===== config.mk =====
export PLATFORM = sky130hd
export DESIGN_NAME = cmos_pattern_src
export DESIGN_NICKNAME = d
export VERILOG_FILES = /design/src/rtl/cmos_pattern_src_pkg.sv /design/src/rtl/cmos_pattern_src_pix.sv /design/src/rtl/cmos_pattern_src.sv
export SDC_FILE = /design/constraint.sdc
export NUM_CORES = 1
export LEC_CHECK = 0
export ABC_AREA = 1
export CAP_MARGIN = 20
export CELL_PAD_IN_SITES_DETAIL_PLACEMENT = 2
export CELL_PAD_IN_SITES_GLOBAL_PLACEMENT = 2
export CORE_MARGIN = 2
export CORE_UTILIZATION = 37
export CTS_CLUSTER_DIAMETER = 60
export CTS_CLUSTER_SIZE = 14
export DETAILED_ROUTE_END_ITERATION = 8
export GPL_TIMING_DRIVEN = 0
export PLACE_DENSITY = 0.95
export SLEW_MARGIN = 20
export SYNTH_ARGS = -nofsm -noshare
export SYNTH_HDL_FRONTEND = slang
export SYNTH_SLANG_ARGS = --single-unit

===== constraint.sdc =====
create_clock -name clk_pixel -period 3.72 [get_ports clk_pixel]
set_input_delay 0.558 -clock clk_pixel [delete_from_list [all_inputs] [get_ports clk_pixel]]
set_output_delay 0.558 -clock clk_pixel [all_outputs]
set_load 0.1 [all_outputs]

===== src/rtl/cmos_pattern_src_pkg.sv =====
// Shared definitions for the DVP camera-source emulator:
// FSM states, pattern mode codes, colour-bar table and LFSR step.
package cmos_pattern_src_pkg;

   typedef enum logic [2:0] {
      ST_IDLE   = 3'd0,
      ST_VSYNC  = 3'd1,
      ST_VBACK  = 3'd2,
      ST_LINE   = 3'd3,
      ST_HBLANK = 3'd4,
      ST_VFRONT = 3'd5
   } state_t;

   localparam logic [2:0] MODE_BARS  = 3'd0;
   localparam logic [2:0] MODE_RAMP  = 3'd1;
   localparam logic [2:0] MODE_CHECK = 3'd2;
   localparam logic [2:0] MODE_NOISE = 3'd3;
   localparam logic [2:0] MODE_SOLID = 3'd4;

   localparam logic [15:0] LFSR_SEED = 16'hACE1;

   function automatic logic [15:0] bar_color(input logic [2:0] idx);
      logic [15:0] c;
      case (idx)
         3'd0:    c = 16'hFFFF;
         3'd1:    c = 16'hFFE0;
         3'd2:    c = 16'h07FF;
         3'd3:    c = 16'h07E0;
         3'd4:    c = 16'hF81F;
         3'd5:    c = 16'hF800;
         3'd6:    c = 16'h001F;
         default: c = 16'h0000;
      endcase
      return c;
   endfunction

   // x^16+x^14+x^13+x^11+1, right-shifting Fibonacci form
   function automatic logic [15:0] lfsr_next(input logic [15:0] s);
      return {s[0] ^ s[2] ^ s[3] ^ s[5], s[15:1]};
   endfunction

endpackage


===== src/rtl/cmos_pattern_src_pix.sv =====
// Pattern generator: registers one RGB565 pixel per ld_i strobe.
// Ports: clk_pixel/rst, seed_i (frame start), ld_i, mode_i, fill_i, h_i, v_i, bar_i -> pix_o.
module cmos_pattern_pix
   import cmos_pattern_src_pkg::*;
#(
   parameter int CHECK_LOG2 = 4
) (
   input  logic        clk_pixel,
   input  logic        rst,
   input  logic        seed_i,
   input  logic        ld_i,
   input  logic [2:0]  mode_i,
   input  logic [15:0] fill_i,
   input  logic [15:0] h_i,
   input  logic [15:0] v_i,
   input  logic [2:0]  bar_i,
   output logic [15:0] pix_o
);

   logic [15:0] lfsr_q;
   logic [15:0] pat;
   logic        unused_ok;

   assign unused_ok = ^{h_i, v_i};

   always_comb begin
      pat = 16'h0000;
      case (mode_i)
         MODE_BARS:  pat = bar_color(bar_i);
         MODE_RAMP:  pat = {h_i[7:3], h_i[7:2], h_i[7:3]};
         MODE_CHECK: pat = (h_i[CHECK_LOG2] ^ v_i[CHECK_LOG2]) ?
                           16'h0000 : 16'hFFFF;
         MODE_NOISE: pat = lfsr_q;
         MODE_SOLID: pat = fill_i;
         default:    pat = 16'h0000;
      endcase
   end

   // LFSR holds the value of the next pixel to be loaded
   always_ff @(posedge clk_pixel) begin
      if (rst) begin
         lfsr_q <= LFSR_SEED;
         pix_o  <= 16'h0000;
      end else if (seed_i) begin
         lfsr_q <= LFSR_SEED;
      end else if (ld_i) begin
         pix_o  <= pat;
         lfsr_q <= lfsr_next(lfsr_q);
      end
   end

endmodule


===== src/rtl/cmos_pattern_src.sv =====
// DVP (OV5640-style) camera source emulator with test patterns.
// Ports: clk_pixel/rst, enable_i, mode_i, fill_i -> cmos_vsync/href/data, frame_start_o, frame_cnt_o, busy_o.
module cmos_pattern_src
   import cmos_pattern_src_pkg::*;
#(
   parameter int DATA_W     = 8,
   parameter int PIX_FMT    = 0,
   parameter int H_ACTIVE   = 1280,
   parameter int V_ACTIVE   = 720,
   parameter int H_BLANK    = 256,
   parameter int VS_WIDTH   = 8,
   parameter int V_BACK     = 64,
   parameter int V_FRONT    = 64,
   parameter int CHECK_LOG2 = 4,
   parameter int FCNT_W     = 16
) (
   input  logic              clk_pixel,
   input  logic              rst,
   input  logic              enable_i,
   input  logic [2:0]        mode_i,
   input  logic [15:0]       fill_i,
   output logic              cmos_vsync,
   output logic              cmos_href,
   output logic [DATA_W-1:0] cmos_data,
   output logic              frame_start_o,
   output logic [FCNT_W-1:0] frame_cnt_o,
   output logic              busy_o
);

   localparam int BPP      = (PIX_FMT == 1) ? 1 : 2;
   localparam int LINE_LEN = H_ACTIVE * BPP;
   localparam int BAR_W    = H_ACTIVE / 8;

   state_t      state;
   logic [31:0] cnt;
   logic [31:0] line_q;
   logic [2:0]  mode_q;
   logic [15:0] fill_q;
   logic [15:0] h_c;
   logic [15:0] v_c;
   logic [15:0] bar_sub;
   logic [2:0]  bar_c;
   logic [7:0]  lo_q;
   logic [15:0] pix;
   logic [7:0]  hi_byte;
   logic        last;
   logic        last_line;
   logic        go;
   logic        beat0_nxt;
   logic        ld;

   always_comb begin
      last = 1'b0;
      case (state)
         ST_VSYNC:  last = (cnt == 32'(VS_WIDTH - 1));
         ST_VBACK:  last = (cnt == 32'(V_BACK - 1));
         ST_LINE:   last = (cnt == 32'(LINE_LEN - 1));
         ST_HBLANK: last = (cnt == 32'(H_BLANK - 1));
         ST_VFRONT: last = (cnt == 32'(V_FRONT - 1));
         default:   last = 1'b0;
      endcase
   end

   assign last_line = (line_q == 32'(V_ACTIVE - 1));
   assign go = enable_i &&
               (state == ST_IDLE || (state == ST_VFRONT && last));

   // beat0_nxt: the next edge emits the first beat of a pixel
   always_comb begin
      beat0_nxt = 1'b0;
      case (state)
         ST_VBACK:  beat0_nxt = last;
         ST_HBLANK: beat0_nxt = last && !last_line;
         ST_LINE:   beat0_nxt = !last && (BPP == 1 || cnt[0]);
         default:   beat0_nxt = 1'b0;
      endcase
   end

   // first pixel is pre-loaded at the end of vsync; every beat0
   // then consumes the held pixel and fetches the next one
   assign ld = (state == ST_VSYNC && last) || beat0_nxt;

   assign hi_byte = (PIX_FMT == 1) ? {pix[15:11], pix[15:13]}
                                   : pix[15:8];

   cmos_pattern_pix #(
      .CHECK_LOG2 (CHECK_LOG2)
   ) u_pix (
      .clk_pixel (clk_pixel),
      .rst       (rst),
      .seed_i    (go),
      .ld_i      (ld),
      .mode_i    (mode_q),
      .fill_i    (fill_q),
      .h_i       (h_c),
      .v_i       (v_c),
      .bar_i     (bar_c),
      .pix_o     (pix)
   );

   // raster coordinates of the next pixel to fetch
   always_ff @(posedge clk_pixel) begin
      if (rst || go) begin
         h_c     <= '0;
         v_c     <= '0;
         bar_c   <= '0;
         bar_sub <= '0;
      end else if (ld) begin
         if (h_c == 16'(H_ACTIVE - 1)) begin
            h_c     <= '0;
            bar_c   <= '0;
            bar_sub <= '0;
            v_c     <= (v_c == 16'(V_ACTIVE - 1)) ? '0 : v_c + 16'd1;
         end else begin
            h_c <= h_c + 16'd1;
            if (bar_sub == 16'(BAR_W - 1)) begin
               bar_sub <= '0;
               bar_c   <= bar_c + 3'd1;
            end else begin
               bar_sub <= bar_sub + 16'd1;
            end
         end
      end
   end

   always_ff @(posedge clk_pixel) begin
      if (rst) begin
         state         <= ST_IDLE;
         cnt           <= '0;
         line_q        <= '0;
         mode_q        <= '0;
         fill_q        <= '0;
         lo_q          <= '0;
         cmos_vsync    <= 1'b0;
         cmos_href     <= 1'b0;
         cmos_data     <= '0;
         frame_start_o <= 1'b0;
         frame_cnt_o   <= '0;
         busy_o        <= 1'b0;
      end else begin
         frame_start_o <= 1'b0;
         if (beat0_nxt) begin
            cmos_data <= DATA_W'(hi_byte);
            lo_q      <= pix[7:0];
         end
         if (go) begin
            state         <= ST_VSYNC;
            cnt           <= '0;
            cmos_vsync    <= 1'b1;
            frame_start_o <= 1'b1;
            frame_cnt_o   <= frame_cnt_o + FCNT_W'(1);
            busy_o        <= 1'b1;
            mode_q        <= mode_i;
            fill_q        <= fill_i;
         end else begin
            case (state)
               ST_VSYNC: begin
                  if (last) begin
                     state      <= ST_VBACK;
                     cnt        <= '0;
                     cmos_vsync <= 1'b0;
                  end else cnt <= cnt + 32'd1;
               end
               ST_VBACK: begin
                  if (last) begin
                     state     <= ST_LINE;
                     cnt       <= '0;
                     line_q    <= '0;
                     cmos_href <= 1'b1;
                  end else cnt <= cnt + 32'd1;
               end
               ST_LINE: begin
                  if (last) begin
                     state     <= ST_HBLANK;
                     cnt       <= '0;
                     cmos_href <= 1'b0;
                     cmos_data <= '0;
                  end else begin
                     cnt <= cnt + 32'd1;
                     if (!beat0_nxt) cmos_data <= DATA_W'(lo_q);
                  end
               end
               ST_HBLANK: begin
                  if (last) begin
                     cnt <= '0;
                     if (last_line) begin
                        state <= ST_VFRONT;
                     end else begin
                        state     <= ST_LINE;
                        line_q    <= line_q + 32'd1;
                        cmos_href <= 1'b1;
                     end
                  end else cnt <= cnt + 32'd1;
               end
               ST_VFRONT: begin
                  if (last) begin
                     state  <= ST_IDLE;
                     cnt    <= '0;
                     busy_o <= 1'b0;
                  end else cnt <= cnt + 32'd1;
               end
               default: state <= ST_IDLE;
            endcase
         end
      end
   end

endmodule


==> run metrics, run 1 <==
status=finished clean; ys async rst share=0%; distinct cell type count after synthesis=44; Mean Syn Cell Area=6.51 um^2; Synth Area in Adders=1.25%; Final Max Tran Viols=0; CTS tree=done; critical path class=flop to flop; Synth Register Bits=205; Core Area=29400 um^2; initial antenna violation count=2; largest net degree at the start of global routing=15; highest-count cells in the layout ignoring fill and taps=nand2_1 (457), nor2_1 (208), dfxtp_1 (205); Hold Crit Depth=2; proportion of power drawn by the clock network=45.7%; Placed Area=11900 um^2; P per Cell Area=493 nW/um^2; Syn Nets=1718; hold bufs inserted after CTS=0; Slew headroom=31.3%; Starting Density=37.3%; Max VDD drop=374 uV; Yosys warnings=0; WL per Instance=26.6 um; ranking of synthesized cells by area=dfxtp_1 (37%), nand2_1 (16%), nor2_1 (7.1%), a21oi_1 (5.9%), inv_1 (5.8%); xor and xnor area share after synthesis=3.91%; switching power=2.31 mW; final hold vios=0; Clk Latency, worst-skew pair=0.61 ns; grt ovf=0; Synth area leader=dfxtp_1; period utilization=93.5%; Worst-path clk slew=0.08 ns; Sw Share=36.3%; sequential share of the synthesized area=37.4%; vias=13000; worst hold path class=flop to flop; placed cell count=2124; gpl congestion=0.852; first-pass GRT wire length=89200 um; crit end category=flop; Cell Area, Synth=11000 um^2; critical path arrival=3.88 ns; Comb power frac=17.5%; Final Skew=0.0443 ns; die footprint=31000 um^2; CTS Buffer Depth=3; minimum clock period=3.48 ns; Max-Cap Viols=0; biggest regs=cnt x32, line_q x32; Synth Area in Simple Gates=37.2%; Hold Slack=0.498 ns; Cell Int Power=4.05 mW; worst reg-to-reg setup slack=0.24 ns; I/O Pins=50; RSZ-0062 raised after global routing=false; Critical R2R Launch=cnt[0]; most common cell after layout, fill and taps aside=nand2_1; I/O Buffers=49; die width=176 um; GRT Total Usage=37.1%; Rows=63; Post-DP HPWL=34400 um; CTS root buffer=clkbuf_16; Detailed Route WL=58000 um; Post-Layout Cell Count=2177; worst-case reg-to-reg path depth=13; Inserted Clock Buffers=29; setup bufs post-CTS=0; Core Util, Final=43.9%; drt drc=0; ANT cells=0; mux cell area share after synthesis=0%; clock tree sinks=205; Least-Margin Pin Slew=1.03 ns; leakage power=4.80 nW; Final Cell Area=12900 um^2; Yosys top cell area share=37.4%; DRT iter0 DRCs=890; Area Overhead vs Synth=17.6%; Setup TNS=0 ns; Worst Hold End=u_pix.pix_o[0]; Critical Path Start Type=flop; post-CTS sizing=0; worst reg2reg path endpoint=cnt[28]; maximum clock rate=0.288 GHz; # setup viols final=0; number of global-route vias before repair=15100; via density per instance=5.98; Post-synth top flop=dfxtp_1; Final nets=1798; Final ANT Viol Nets=0; layout cell share with drive strength beyond 1=6.27%; Synth Area in Compound Gates=11.6%; sequential share of power=36.8%; # H-tree levels=1; 1st-pass router iterations=5; Hold Path Origin=u_pix.pix_o[0]; required time at the worst-slack endpoint=4.12 ns; Die Span Y=176 um; Critical Path Fanout Max=10; Post-synth EDFFs=0; largest family of logic cells by synthesized area=simple AND/OR/NAND/NOR gates; synthesized instance count=1685
[how the worst max path moves through the flow]
stage | start | slack [ns] | endpoint
6_report | cnt[0] | 0.24 | cnt[28]
5_1_grt | cnt[0] | 0.18 | state[1]
4_1_cts | cnt[0] | 0.16 | frame_cnt_o[1]
3_5_place_dp | cnt[1] | 0.40 | frame_cnt_o[1]
3_3_place_gp | cnt[0] | 0.72 | mode_q[2]
2_1_floorplan | frame_cnt_o[0] | 1.56 | frame_cnt_o[14]
[metrics by stage]
| stage | power [mW] | setup WS [ns] |
|---|---|---|
| global route | 6.51 | 0.179 |
| global placement | 3.31 | 0.722 |
| detailed placement | 3.38 | 0.400 |
| floorplan | 2.98 | 1.56 |
| finish | 6.36 | 0.242 |
| CTS | 6.32 | 0.159 |
[worst max-delay path, stage by stage, from the launching register on]
cell and delay [ns]:
dfxtp_1 0.47, ha_1 0.39, nand2_1 0.11, nor2_1 0.14, nand2_1 0.07, nor2_1 0.25, nand3_2 0.20, nor2_4 0.21
nand2_1 0.15, nand2_1 0.10, nand2_1 0.11, nand2_2 0.28, buf_1 0.63, a21oi_1 0.18
[layout make-up]
cell class	count	area, um^2
Fill cell	3497	16500
Multi-Input combinational cell	1245	5920
Sequential cell	205	4100
Clock buffer	30	729
Inverter	176	661
Timing Repair Buffer	49	490
Tap cell	390	488
Buffer	59	285
Clock inverter	23	224
[power groups by stage]
stage / combinational (mW) / clock, mW / sequential [mW]
3_3_place_gp: 0.943 / 0 / 2.37
2_1_floorplan: 0.516 / 0 / 2.47
3_5_place_dp: 1.01 / 0 / 2.37
4_1_cts: 1.07 / 2.91 / 2.34
6_report: 1.11 / 2.91 / 2.34
5_1_grt: 1.15 / 3.01 / 2.34
[cells by family after synthesis]
kind of cell,Yosys count
DFF,205
and+or+nand+nor,947
xor gates and xnor gates,49
AOI/OAI and AO/OA,238
buffers and inverters,235
adders and majority gates,11
[Yosys cell counts, types with 15 or more instances]
cell type,n
nand4_1,34
nand2_1,457
dfxtp_1,205
nor4_1,20
o21ai_1,15
nor2_1,208
nand3_1,117
nor3_1,73
inv_1,170
clkbuf_1,22
xor2_1,37
o21ai_0,64
a21oi_1,129
buf_2,23
[layer usage]
metal	global-route usage, %	vias up	part of all wire [%]
li1	-	5646	-
met2	68.7	547	52
met3	6.07	267	4.6
met4	24.7	2	6.7
met1	38.4	6551	37
met5	0	-	0.021
(Power assumes the default switching activity.)
==> run 2, diff against run 1 <==
- CTS_CLUSTER_SIZE: 14 -> 28
==> run 2 against run 1 <==
Worst hold slack better by 0.00055 ns. Setup slack better by 0.0015 ns. Final cell count hardly changed. Combinational power hardly changed. Largest cell class unchanged.
==> run metrics, run 2 (synthesized netlist as in run 1, its figures left out) <==
initial antenna violation count=0 (-2); grt ovf=0 (unchanged); required time at the worst-slack endpoint=4.15 ns (+0.03 ns); Detailed Route WL=57400 um (-0.93%); Critical Path Fanout Max=10 (unchanged); Comb power frac=17.6% (about the same); I/O Pins=50 (unchanged); first-pass GRT wire length=88300 um (-1.1%); Area Overhead vs Synth=17.9%; critical path class=flop to flop; # fillers=3526 (+0.83%); Cell Int Power=4.01 mW (-0.95%); setup bufs post-CTS=0 (unchanged); number of global-route vias before repair=14800 (-1.8%); Max-Cap Viols=0 (unchanged); Core Area=29400 um^2 (unchanged); Post-DP HPWL=34400 um (unchanged); Hold Slack=0.498 ns (+0.000553 ns); switching power=2.35 mW (+1.7%); WL per Instance=26.4 um (-0.89%); Sw Share=36.9% (+0.61 points); Slew headroom=31.8% (+0.56 points); crit path cell chain=nand3_2 -> o21ai_0 -> nand2_1 -> nor2_1 -> nand3_2 -> nor2_4 -> nand2_1 -> nand2_1 -> inv_1 -> clkbuf_1 -> buf_2 -> nand2_1 -> nor2_1; Final Max Tran Viols=0 (unchanged); CTS tree=done; minimum clock period=3.48 ns (-0.00150 ns); Rows=63 (unchanged); P per Cell Area=492 nW/um^2 (-0.22%); crit-path max cell delay=0.52 ns (-0.11 ns); worst reg-to-reg setup slack=0.24 ns (about the same); CP delay by family, top=simple AND/OR/NAND/NOR gates; DRT iter0 DRCs=790 (-11%); biggest regs=cnt x32, line_q x32; sequential share of power=36.8% (about the same); most common cell after layout, fill and taps aside=nand2_1; highest-count cells in the layout ignoring fill and taps=nand2_1 (457), nor2_1 (208), dfxtp_1 (205); Hold Path Origin=fill_q[5]; die footprint=31000 um^2 (unchanged); GRT Total Usage=36.6% (-0.49 points); I/O Buffers=49 (unchanged); Worst-path clk slew=0.09 ns (about the same); CTS root buffer=clkbuf_16; Setup TNS=0 ns (unchanged); Critical R2R Launch=state[0]; crit end category=flop; Inserted Clock Buffers=28 (-3.4%); vias=12900 (-0.88%); # H-tree levels=1 (unchanged); Die Span Y=176 um (unchanged); largest net degree at the start of global routing=20 (+5); Hold Crit Depth=2 (unchanged); gpl congestion=0.852 (unchanged); worst hold path class=flop to flop; layout cell share with drive strength beyond 1=6.27% (about the same); period utilization=93.5% (about the same); # setup viols final=0 (unchanged); worst reg2reg path endpoint=line_q[26]; final hold vios=0 (unchanged); drt drc=0 (unchanged); RSZ-0062 raised after global routing=false; CTS Buffer Depth=3 (unchanged); Final ANT Viol Nets=0 (unchanged); critical path arrival=3.91 ns (+0.03 ns); maximum clock rate=0.288 GHz (about the same); proportion of power drawn by the clock network=45.6% (about the same); status=finished clean; Critical Path Start Type=flop; Worst Hold End=fill_q[5]; Least-Margin Pin Slew=1.02 ns (-0.00841 ns); Clk Latency, worst-skew pair=0.59 ns (-0.02 ns); ANT cells=0 (unchanged); slowest CP cell=dfxtp_1; crit-path most repeated cell=nand2_1; 1st-pass router iterations=5 (unchanged); die width=176 um (unchanged); Max VDD drop=439 uV (+18%); via density per instance=5.93 (-0.83%); Buffers & Inverters on Critical Path=3 (+2); leakage power=4.81 nW (+0.16%); worst-case reg-to-reg path depth=13 (unchanged); Starting Density=37.3% (unchanged); Final nets=1797 (-0.056%); Final Skew=0.0500 ns (+0.00571 ns); clock tree sinks=205 (unchanged)
run 2: cell count changes in the layout (fill, tap and decap cells not counted), sizes merged:
cell    previous run  this run
bufinv             1         0
clkinv            10        13
clkbuf            52        51
inv              186       184
run 2: stage by stage:
| step | utilization, % | setup WS [ns] | area [um^2] | power, mW | cells |
|---|---|---|---|---|---|
| final | 44.0 | 0.243 | 12900 | 6.36 | 2176 |
| after global placement | 40.6 | 0.722 | 11900 | 3.31 | 2124 |
| after floorplan | - | 1.56 | 11000 | 2.98 | 1685 |
| after CTS | 44.0 | 0.0111 | 12900 | 6.34 | 2176 |
| after global routing | 44.0 | 0.198 | 12900 | 6.51 | 2176 |
| after detailed placement | 40.6 | 0.400 | 11900 | 3.38 | 2124 |
run 2: power groups by stage:
stage               Combinational (mW)  Clock [mW]  Sequential (mW)
CTS                               1.08        2.92             2.34
finish                            1.12        2.90             2.34
global route                      1.16        3.00             2.34
floorplan                        0.516           0             2.47
global placement                 0.943           0             2.37
detailed placement                1.01           0             2.37
run 2: layer usage:
| layer | vias to the layer above | GRT usage (%) | share of wire (%) |
|---|---|---|---|
| li1 | 5649 | - | - |
| met5 | - | 0 | 0 |
| met1 | 6535 | 38.3 | 37 |
| met2 | 480 | 68.7 | 52 |
| met3 | 235 | 5.12 | 4.3 |
| met4 | 0 | 22.9 | 6.6 |
run 2: worst max path at each step:
stage / end / slack [ns] / startpoint / cells after the start
6_report: line_q[26] / 0.24 / state[0] / 13
5_1_grt: line_q[26] / 0.20 / cnt[0] / 14
4_1_cts: mode_q[2] / 0.01 / cnt[1] / 13
3_5_place_dp: frame_cnt_o[1] / 0.40 / cnt[1] / 13
3_3_place_gp: mode_q[2] / 0.72 / cnt[0] / 13
2_1_floorplan: frame_cnt_o[14] / 1.56 / frame_cnt_o[0] / 7
run 2: worst reg2reg max path, delay by kind of cell (launching register included):
| family | cells | cell delay (ns) |
|---|---|---|
| buffers and inverters | 3 | 0.68 |
| AO/OA/AOI/OAI | 1 | 0.41 |
| AND/OR/NAND/NOR | 9 | 1.69 |
| flip-flops | 1 | 0.52 |
run 2: what timing repair did:
item                       in CTS  in global routing
hold buffers                    0                  0
gates resized for setup         0                  3
setup endpoints to repair       0                  2
run 2: cell type report:
class	count	area (um^2)	area share, %
Multi-Input combinational cell	1245	5920	45.8
Sequential cell	205	4100	31.7
Clock buffer	29	726	5.61
Inverter	176	661	5.11
Timing Repair Buffer	49	490	3.79
Tap cell	390	488	3.77
Buffer	59	285	2.21
Clock inverter	23	256	1.98
==> run 3, diff against run 2 <==
- SLEW_MARGIN: 20 -> not set
==> results of run 3 <==
Final layout, timing and power as in run 2 (identical DEF).
